<file path="src/rtl/fifo_read_ctrl_if.sv">
// Handshake bundle between a FIFO read port, fifo_read_ctrl and its downstream consumer.
// rd_word_cnt exists only when FIFO_RD_CTRL_CNT_EN is defined.
interface fifo_read_ctrl_if #(
  parameter int DATA_WIDTH = 7
);
  logic                  fifo_empty;
  logic                  fifo_rd_en;
  logic [DATA_WIDTH-1:0] fifo_rd_data;
  logic                  flush;
  logic                  out_valid;
  logic                  out_ready;
  logic [DATA_WIDTH-1:0] out_data;
`ifdef FIFO_RD_CTRL_CNT_EN
  logic [15:0]           rd_word_cnt;
`endif

  // master: the read controller itself
  modport master (
    input  fifo_empty, fifo_rd_data, flush, out_ready,
    output fifo_rd_en, out_valid, out_data
`ifdef FIFO_RD_CTRL_CNT_EN
    , output rd_word_cnt
`endif
  );

  // slave: the FIFO plus downstream consumer surrounding the controller
  modport slave (
    output fifo_empty, fifo_rd_data, flush, out_ready,
    input  fifo_rd_en, out_valid, out_data
`ifdef FIFO_RD_CTRL_CNT_EN
    , input rd_word_cnt
`endif
  );
endinterface

</file>
<file path="src/rtl/fifo_read_ctrl.sv">
// FIFO read controller: pops a 1-cycle-latency FIFO into a 3-entry skid buffer, full throughput.
// Optional macro FIFO_RD_CTRL_CNT_EN adds a saturating 16-bit handshake counter (rd_word_cnt).
module fifo_read_ctrl #(
  parameter int DATA_WIDTH = 7
) (
  input  logic          rd_clk,
  input  logic          rd_rst_n,
  fifo_read_ctrl_if.master bus
);

  localparam logic [1:0] LAST_IDX = 2'd2;

  logic [DATA_WIDTH-1:0] r_mem [0:2];
  logic [1:0]            r_head;
  logic [1:0]            r_tail;
  logic [1:0]            r_cnt;
  logic                  r_inflight;

  logic [2:0]            w_occupancy;
  logic                  w_rd_en;
  logic                  w_capture;
  logic                  w_pop;
  logic [1:0]            w_cnt_next;

  function automatic logic [1:0] ptr_inc(input logic [1:0] p);
    return (p == LAST_IDX) ? 2'd0 : p + 2'd1;
  endfunction

  // Buffered plus in-flight words must never exceed the three skid slots, so the
  // read decision depends only on registered state and never on out_ready.
  assign w_occupancy = {1'b0, r_cnt} + {2'b00, r_inflight};
  assign w_rd_en     = rd_rst_n && !bus.fifo_empty && !bus.flush && (w_occupancy < 3'd3);
  assign w_capture   = r_inflight && !bus.flush;
  assign w_pop       = (r_cnt != 2'd0) && bus.out_ready;

  always_comb begin
    // NOTE: default assigned first so every path drives w_cnt_next and no latch is inferred.
    w_cnt_next = r_cnt;
    case ({w_capture, w_pop})
      2'b10:   w_cnt_next = r_cnt + 2'd1;
      2'b01:   w_cnt_next = r_cnt - 2'd1;
      default: w_cnt_next = r_cnt;
    endcase
  end

  // NOTE: sequential state uses non-blocking assignments so all registers update from pre-edge values.
  always_ff @(posedge rd_clk or negedge rd_rst_n) begin
    if (!rd_rst_n) begin
      r_head     <= 2'd0;
      r_tail     <= 2'd0;
      r_cnt      <= 2'd0;
      r_inflight <= 1'b0;
    end else begin
      r_inflight <= w_rd_en;
      if (bus.flush) begin
        r_head <= 2'd0;
        r_tail <= 2'd0;
        r_cnt  <= 2'd0;
      end else begin
        if (w_capture) r_tail <= ptr_inc(r_tail);
        if (w_pop)     r_head <= ptr_inc(r_head);
        r_cnt <= w_cnt_next;
      end
    end
  end

  // NOTE: storage is reset on purpose so out_data reads zero during reset; it is only three words.
  always_ff @(posedge rd_clk or negedge rd_rst_n) begin
    if (!rd_rst_n) begin
      for (int i = 0; i < 3; i++) r_mem[i] <= '0;
    end else if (w_capture) begin
      r_mem[r_tail] <= bus.fifo_rd_data;
    end
  end

  assign bus.fifo_rd_en = w_rd_en;
  assign bus.out_valid  = (r_cnt != 2'd0);
  assign bus.out_data   = r_mem[r_head];

`ifdef FIFO_RD_CTRL_CNT_EN
  logic [15:0] r_word_cnt;

  always_ff @(posedge rd_clk or negedge rd_rst_n) begin
    if (!rd_rst_n) begin
      r_word_cnt <= 16'd0;
    end else if (w_pop && (r_word_cnt != 16'hFFFF)) begin
      r_word_cnt <= r_word_cnt + 16'd1;
    end
  end

  assign bus.rd_word_cnt = r_word_cnt;
`endif

  // A capture into a full buffer would mean the occupancy gate on fifo_rd_en is broken.
  a_no_overflow: assert property (@(posedge rd_clk) disable iff (!rd_rst_n)
    !(w_capture && (r_cnt == 2'd3)));

  a_ptr_range: assert property (@(posedge rd_clk) disable iff (!rd_rst_n)
    (r_head != 2'd3) && (r_tail != 2'd3) && (r_cnt != 2'd3 || r_head == r_tail));

endmodule

</file>
<file path="src/flat_wrapper.sv">
// flat-port wrapper written by rule: the top's interface ports become plain ports
module fifo_read_ctrl_flat 
#(
  parameter int DATA_WIDTH = 7
)
  (rd_clk, rd_rst_n, bus_fifo_empty, bus_fifo_rd_data, bus_flush, bus_out_ready, bus_fifo_rd_en, bus_out_valid, bus_out_data);
  fifo_read_ctrl_if #(.DATA_WIDTH(DATA_WIDTH)) bus_i ();
  input  logic rd_clk;
  input  logic rd_rst_n;
  input wire logic [$bits(bus_i.fifo_empty)-1:0] bus_fifo_empty;
  input wire logic [$bits(bus_i.fifo_rd_data)-1:0] bus_fifo_rd_data;
  input wire logic [$bits(bus_i.flush)-1:0] bus_flush;
  input wire logic [$bits(bus_i.out_ready)-1:0] bus_out_ready;
  output wire logic [$bits(bus_i.fifo_rd_en)-1:0] bus_fifo_rd_en;
  output wire logic [$bits(bus_i.out_valid)-1:0] bus_out_valid;
  output wire logic [$bits(bus_i.out_data)-1:0] bus_out_data;
  assign bus_i.fifo_empty = bus_fifo_empty;
  assign bus_i.fifo_rd_data = bus_fifo_rd_data;
  assign bus_i.flush = bus_flush;
  assign bus_i.out_ready = bus_out_ready;
  assign bus_fifo_rd_en = bus_i.fifo_rd_en;
  assign bus_out_valid = bus_i.out_valid;
  assign bus_out_data = bus_i.out_data;
  fifo_read_ctrl #(.DATA_WIDTH(DATA_WIDTH)) u_core (.rd_clk(rd_clk), .rd_rst_n(rd_rst_n), .bus(bus_i));
endmodule
</file>
<file path="config.mk">
export PLATFORM = sky130hd
export DESIGN_NAME = fifo_read_ctrl_flat
export DESIGN_NICKNAME = d
export VERILOG_FILES = /design/src/rtl/fifo_read_ctrl_if.sv /design/src/rtl/fifo_read_ctrl.sv /design/src/flat_wrapper.sv
export SDC_FILE = /design/constraint.sdc
export NUM_CORES = 1
export LEC_CHECK = 0
export ABC_AREA = 1
export BUFFER_PORTS_ARGS = -buffer_cell sky130_fd_sc_hd__buf_4
export CAP_MARGIN = 20
export CORE_ASPECT_RATIO = 1.2
export CORE_MARGIN = 2
export CORE_UTILIZATION = 50
export DETAILED_ROUTE_END_ITERATION = 16
export PLACE_DENSITY = 0.83
export SLEW_MARGIN = 10
export SYNTH_ARGS = -nofsm -noshare
export SYNTH_HDL_FRONTEND = slang
export SYNTH_SLANG_ARGS = --single-unit
export TNS_END_PERCENT = 50
</file>
<file path="constraint.sdc">
create_clock -name rd_clk -period 1.2 [get_ports rd_clk]
set_clock_uncertainty 0.1 [all_clocks]
set_input_delay 0.12 -clock rd_clk [delete_from_list [all_inputs] [get_ports rd_clk]]
set_output_delay 0.12 -clock rd_clk [all_outputs]
set_load 0.005 [all_outputs]
</file>
==> flow_metrics.py, run 1 <==
metrics = {
    "status": {
        "run_status": "finished, violations left",
        "violations": "negative hold slack, negative setup slack",
    },
    "grt": {
        "grt_pass1_vias": 1324,
        "grt_start_max_net_pins": 29,
        "grt_pass1_wl_mm": 6.106,
        "groute.usage.overall": 0.2518,
        "antenna_found_initial": 0,
        "overflow": 0,
    },
    "clock_tree": {
        "numCtsBuffers": 3,
        "htreeDepth": 1,
        "cts_root_buffer": "clkbuf_4",
        "insertion_delay_ns": 0.33,
        "cts.hold.buffers_added": 8,
        "cts_tree": "built",
        "cts_sinks": 28,
        "clk_path_buf_depth": 2,
        "cts.clk_slew.worst_paths_ns": 0.14,
    },
    "placed_design": {
        "hpwl_mm": 2.104,
        "placed_area_um2": 1695,
        "gp_congestion": 0.6597,
        "port_buffers": 20,
        "dpl.cell_count": 217,
    },
    "setup_path": {
        "reg2reg_to": "u_core.r_cnt[1]",
        "reg2reg_slack_ns": -0.40,
        "startpoint_type": "register",
        "worstSetupEndpoint": "bus_fifo_rd_en",
        "end_kind": "output pin",
        "crit_arrival_ns": 1.49,
        "critical_path.max_fanout": 2,
        "crit_type": "register to output pin",
        "rr_startpoint": "u_core.r_cnt[0]",
        "worstPathRequired_ns": 0.98,
        "r2r_cells": 11,
        "startpoint": "u_core.r_cnt[0]",
    },
    "finish": {
        "most-common-layout-cells": "nand2_1 (27), buf_4 (27), dfrtp_1 (27), nand2_2 (22), o21ai_2 (22)",
        "filler_cell_count": 163,
        "nets": 225,
        "stdcell_area_um2": 2208,
        "synthToLayoutAreaGrowth_pct": 54.82,
        "stdcell_count": 244,
        "antennaDiodeCount": 0,
        "layout-drive-gt1-share": 0.6333,
    },
    "timing": {
        "hold_viol_final": 3,
        "period_needed_ns": 1.710,
        "tightest_slew_ns": 0.3685,
        "setup_ws_ns": -0.5103,
        "rsz0062_at_grt": "yes",
        "max_freq_ghz": 0.5847,
        "slew_headroom": 0.7543,
        "slew_viol_final": 0,
        "worst_hold_slack_ns": -0.07629,
        "finalSetupViolCount": 17,
        "fin_crit_sh": 1.425,
    },
    "synth": {
        "synth_fp_nets": 168,
        "synth-compound-area-share": 0.1518,
        "yosysSeqAreaShare": 0.4912,
        "synth-simple-area-share": 0.2614,
        "ys_types": 23,
        "synthXorXnorAreaFrac": 0.006140,
        "synth_area_per_cell_um2": 9.262,
        "ys_warn_count": 0,
        "netlist_area_um2": 1426,
        "synth_top_family_by_area": "simple AND/OR/NAND/NOR gates",
        "synth_mux_area_frac": 0,
        "ys_ff_latch": 28,
        "synth_cells": 154,
        "synthAdderAreaFrac": 0.01754,
    },
    "routing": {
        "dr_total_vias": 1332,
        "viasPerCell": 5.459,
        "drt_iter0_markers": 48,
        "post_drt_wl_per_cell_um": 16.72,
        "drc": 0,
        "finalWirelength_mm": 4.080,
        "ant_nets": 0,
        "drt_pass1_iterations": 4,
    },
    "power": {
        "p_per_area_nw_per_um2": 1082,
        "ir_worst_vdd_mv": 1.057,
        "p_leak_nw": 1.098,
    },
    "floorplanning": {
        "die_y_um": 62.51,
        "coreArea_um2": 2759,
        "start_util": 0.5170,
        "die_x_um": 52.76,
        "dieArea_um2": 3298,
        "rows": 21,
        "io_pins": 21,
    },
    "min_path": {
        "min_path_type": "primary input to register",
    },
    "flow_run": {
        "cap_violations": 0,
    },
}
cell type report:
type                            count  area [µm²]  share of cell area
Clock buffer                        4       36.28             0.01643
Tap cell                           34       42.54             0.01926
Sequential cell                    28       701.9              0.3178
Multi-Input combinational cell    109       862.1              0.3904
Timing Repair Buffer               52       483.0              0.2187
Inverter                           17       82.58             0.03739
how the worst min path moves through the flow:
| stage | from | to | slack [ns] | depth (start not counted) |
|---|---|---|---|---|
| global placement | rd_rst_n | u_core.r_mem[1] | 0.06 | 2 |
| global route | bus_fifo_empty | u_core.r_inflight | -0.07 | 3 |
| CTS | bus_fifo_empty | u_core.r_inflight | -0.07 | 3 |
| floorplan | rd_rst_n | u_core.r_cnt[0] | -0.28 | 0 |
| finish | bus_fifo_empty | u_core.r_inflight | -0.08 | 3 |
| detailed placement | rd_rst_n | u_core.r_mem[1] | 0.07 | 2 |
sequential cells by signal, indices dropped and copies added, names as in the netlist:
signal and count:
u_core.r_mem 21, u_core.r_inflight 1, u_core.r_cnt 2, u_core.r_head 2, u_core.r_tail 2
worst max-delay path, cell delays in order, from the launching register on:
cell	delay, ns
dfrtp_1	0.42
ha_2	0.20
ha_4	0.21
a211oi_2	0.19
buf_4	0.14
Yosys cell counts, drive strengths merged:
cell type	n	area share
buf	3	0.024
clkinv	1	0.0026
nand3	13	0.075
nand3b	1	0.0053
o21ai	25	0.14
nand4	1	0.0044
a211oi	1	0.0053
inv	16	0.046
ha	2	0.018
nand2	56	0.16
a21oi	1	0.0035
nor2	4	0.014
xor2	1	0.0061
dfrtp	28	0.49
or2	1	0.0044
cell families (layout without fill, tap and decap cells):
logic type	after synthesis	count (layout)
and+or+nand+nor	76	79
DFF	28	28
AOI/OAI and AO/OA	27	27
buffers and inverters	20	73
adders and majority gates	2	2
xor gates and xnor gates	1	1
power breakdown:
part / switching (mW) / internal, mW / total [mW]
registers: 0.0902 / 1.05 / 1.14
logic: 0.364 / 0.424 / 0.788
clock network: 0.275 / 0.186 / 0.461
total: 0.729 / 1.66 / 2.39
what timing repair did:
| item | CTS | global route |
|---|---|---|
| cloned | 2 | 1 |
| setup buffers | 9 | 7 |
| endpoints found under the hold margin | 46 | 1 |
| gates resized for setup | 42 | 32 |
| setup endpoints to repair | 34 | 37 |
| pin swaps | 15 | 25 |
through the flow:
stage	hold WS, ns	power (mW)	setup slack [ns]	util	setup TNS, ns
after floorplan	-0.2756	1.404	-0.05206	-	-0.08913
after CTS	-0.06837	2.286	-0.5013	0.7420	-5.157
after global routing	-0.07374	2.494	-0.5841	0.8005	-6.879
after global placement	0.06233	1.620	-0.1052	0.6145	-0.4323
final	-0.07629	2.389	-0.5103	0.8005	-5.505
after detailed placement	0.07159	1.652	-0.1276	0.6145	-1.326
layer usage:
layer	part of all wire	GRT usage
met1	0.37	0.3104
met2	0.56	0.4422
met3	0.038	0.01675
met4	0.030	0.1026
met5	0	0
Note: power is estimated with default switching activity, not from simulation.
==> run 2, diff against run 1 <==
--- a/config.mk
+++ b/config.mk
@@ -9,7 +9,7 @@
 export BUFFER_PORTS_ARGS = -buffer_cell sky130_fd_sc_hd__buf_4
 export CAP_MARGIN = 20
 export CORE_ASPECT_RATIO = 1.2
-export CORE_MARGIN = 2
+export CORE_MARGIN = 3
 export CORE_UTILIZATION = 50
 export DETAILED_ROUTE_END_ITERATION = 16
 export PLACE_DENSITY = 0.83
==> constraint.sdc (replaced) <==
create_clock -name rd_clk -period 1.2 [get_ports rd_clk]
set_clock_uncertainty 0.1 [all_clocks]
set_input_delay 0 -clock rd_clk [delete_from_list [all_inputs] [get_ports rd_clk]]
set_output_delay 0 -clock rd_clk [all_outputs]
set_load 0.005 [all_outputs]
==> flow_metrics.py, run 2 (synthesis results as in run 1) <==
metrics = {
    "status": {
        "run_status": "finished, violations left",
        "violations": "negative hold slack, negative setup slack",
    },
    "timing": {
        "finalSetupViolCount": 36,
        "fin_crit_sh": 1.330,
        "slew_headroom": 0.7692,
        "rsz0062_at_grt": "yes",
        "worst_hold_slack_ns": -0.2082,
        "hold_viol_final": 1,
        "max_freq_ghz": 0.6265,
        "setup_ws_ns": -0.3961,
        "tightest_slew_ns": 0.3461,
        "slew_viol_final": 0,
        "period_needed_ns": 1.596,
    },
    "finish": {
        "nets": 217,
        "filler_cell_count": 163,
        "final_common_cell": "nand2_1",
        "layout-drive-gt1-share": 0.5446,
        "synthToLayoutAreaGrowth_pct": 46.93,
        "antennaDiodeCount": 0,
        "largest_reg_flops": 21,
        "most-common-layout-cells": "nand2_1 (38), buf_4 (28), dfrtp_1 (25), o21ai_2 (23), nand2_2 (13)",
        "stdcell_area_um2": 2096,
        "largest_register": "u_core.r_mem",
    },
    "placed_design": {
        "gp_congestion": 0.6717,
        "placed_area_um2": 1672,
        "hpwl_mm": 2.111,
        "port_buffers": 20,
    },
    "setup_path": {
        "critPathTopFamily": "adder cells",
        "end_kind": "output pin",
        "critPathSlowestCell": "dfrtp_1",
        "startpoint_type": "register",
        "slowest_delay_ns": 0.41,
        "r2r_cells": 8,
        "crit_type": "register to output pin",
        "critical_path.max_fanout": 2,
        "cp_cell_sequence": "ha_2 > ha_4 > a211oi_2 > buf_4",
        "cp_num_buf_inv": 1,
        "worstPathRequired_ns": 1.10,
        "reg2reg_to": "u_core.r_head[0]",
        "startpoint": "u_core.r_cnt[0]",
        "reg2reg_slack_ns": -0.08,
        "rr_startpoint": "u_core.r_cnt[0]",
        "crit_arrival_ns": 1.50,
    },
    "floorplanning": {
        "die_y_um": 64.51,
        "start_util": 0.5429,
        "coreArea_um2": 2628,
        "io_pins": 21,
        "die_x_um": 54.76,
        "dieArea_um2": 3532,
        "rows": 20,
    },
    "grt": {
        "grt_pass1_wl_mm": 6.389,
        "groute.usage.overall": 0.2528,
        "antenna_found_initial": 0,
        "grt_pass1_vias": 1388,
        "overflow": 0,
        "grt_start_max_net_pins": 29,
    },
    "min_path": {
        "min_to": "u_core.r_inflight",
        "min_from": "bus_fifo_empty",
        "holdPathStages": 3,
        "min_path_type": "primary input to register",
    },
    "routing": {
        "finalWirelength_mm": 3.980,
        "wl_met3_um": 126,
        "drt_iter0_markers": 35,
        "dr_wl_met2_mm": 2.138,
        "viasPerCell": 5.345,
        "dr_total_vias": 1256,
        "routed.top_layer": "met4",
        "drc": 0,
        "ant_nets": 0,
        "met1Wirelength_mm": 1.507,
        "drt_pass1_iterations": 4,
        "post_drt_wl_per_cell_um": 16.94,
    },
    "clock_tree": {
        "cts_root_buffer": "clkbuf_4",
        "numCtsBuffers": 3,
        "clk_path_buf_depth": 2,
        "cts_tree": "built",
        "htreeDepth": 1,
        "cts_sinks": 28,
        "insertion_delay_ns": 0.34,
        "cts.clk_slew.worst_paths_ns": 0.14,
    },
    "power": {
        "power_mw": 2.420,
        "p_per_area_nw_per_um2": 1155,
        "p_leak_nw": 0.9944,
        "ir_worst_vdd_mv": 0.9794,
    },
    "flow_run": {
        "cap_violations": 0,
    },
}
run 2: changes by cell type in the layout (fill, tap and decap cells not counted), moves of 4 or more:
cell / delta
nand2_2: -9
buf_6: -10
nand3_1: +4
nand2_1: +11
nand3_2: -5
run 2: what timing repair did:
item,CTS,global route
cloned,2,1
gates resized for setup,17,40
pin swaps,5,15
setup endpoints to repair,31,37
hold buffers,10,1
setup buffers,9,3
hold endpoints to repair,56,7
run 2: cell type report:
| cell class | count | area, µm² | share of cell area |
|---|---|---|---|
| Multi-Input combinational cell | 109 | 833.3 | 0.3976 |
| Sequential cell | 28 | 704.4 | 0.3361 |
| Timing Repair Buffer | 44 | 377.9 | 0.1803 |
| Inverter | 17 | 86.33 | 0.04119 |
| Tap cell | 33 | 41.29 | 0.01970 |
| Clock inverter | 1 | 30.03 | 0.01433 |
| Clock buffer | 3 | 22.52 | 0.01075 |
run 2: how the worst max path moves through the flow:
stage	to	slack [ns]	depth (start not counted)
after floorplan	u_core.r_inflight	-0.04	3
after global placement	bus_fifo_rd_en	-0.03	4
after detailed placement	u_core.r_cnt[1]	-0.11	8
after CTS	bus_fifo_rd_en	-0.41	4
after global routing	bus_fifo_rd_en	-0.49	4
final	bus_fifo_rd_en	-0.40	4
run 2: metrics by stage:
step / worst slack [ns] / utilization / instances / TNS (ns)
finish: -0.3961 / 0.7976 / 235 / -4.002
global route: -0.4898 / 0.7976 / 235 / -5.433
global placement: -0.03228 / 0.6362 / 213 / -0.03734
CTS: -0.4116 / 0.7519 / 238 / -4.419
floorplan: -0.03708 / - / 154 / -0.03708
detailed placement: -0.1061 / 0.6362 / 213 / -0.6890
run 2: report_power, final:
| group | leakage [nW] | total (mW) | internal [mW] | switching, mW |
|---|---|---|---|---|
| Clock | 0.0279 | 0.626 | 0.339 | 0.287 |
| Combinational | 0.596 | 0.666 | 0.329 | 0.337 |
| Sequential | 0.371 | 1.13 | 1.05 | 0.0791 |
run 2: per-layer routing:
layer  track usage  vias to the layer above
met2        0.4364                       32
met4        0.1277                        0
met3       0.01839                       17
met5             0                        -
met1        0.3012                      611
li1              -                      596
run 2: worst register-to-register path, cell delays in order (launching register included):
cell,delay [ns]
dfrtp_1,0.41
buf_4,0.16
inv_4,0.06
nand2_4,0.07
nand2_4,0.07
buf_4,0.11
inv_1,0.05
nand3_1,0.07
o21ai_1,0.07
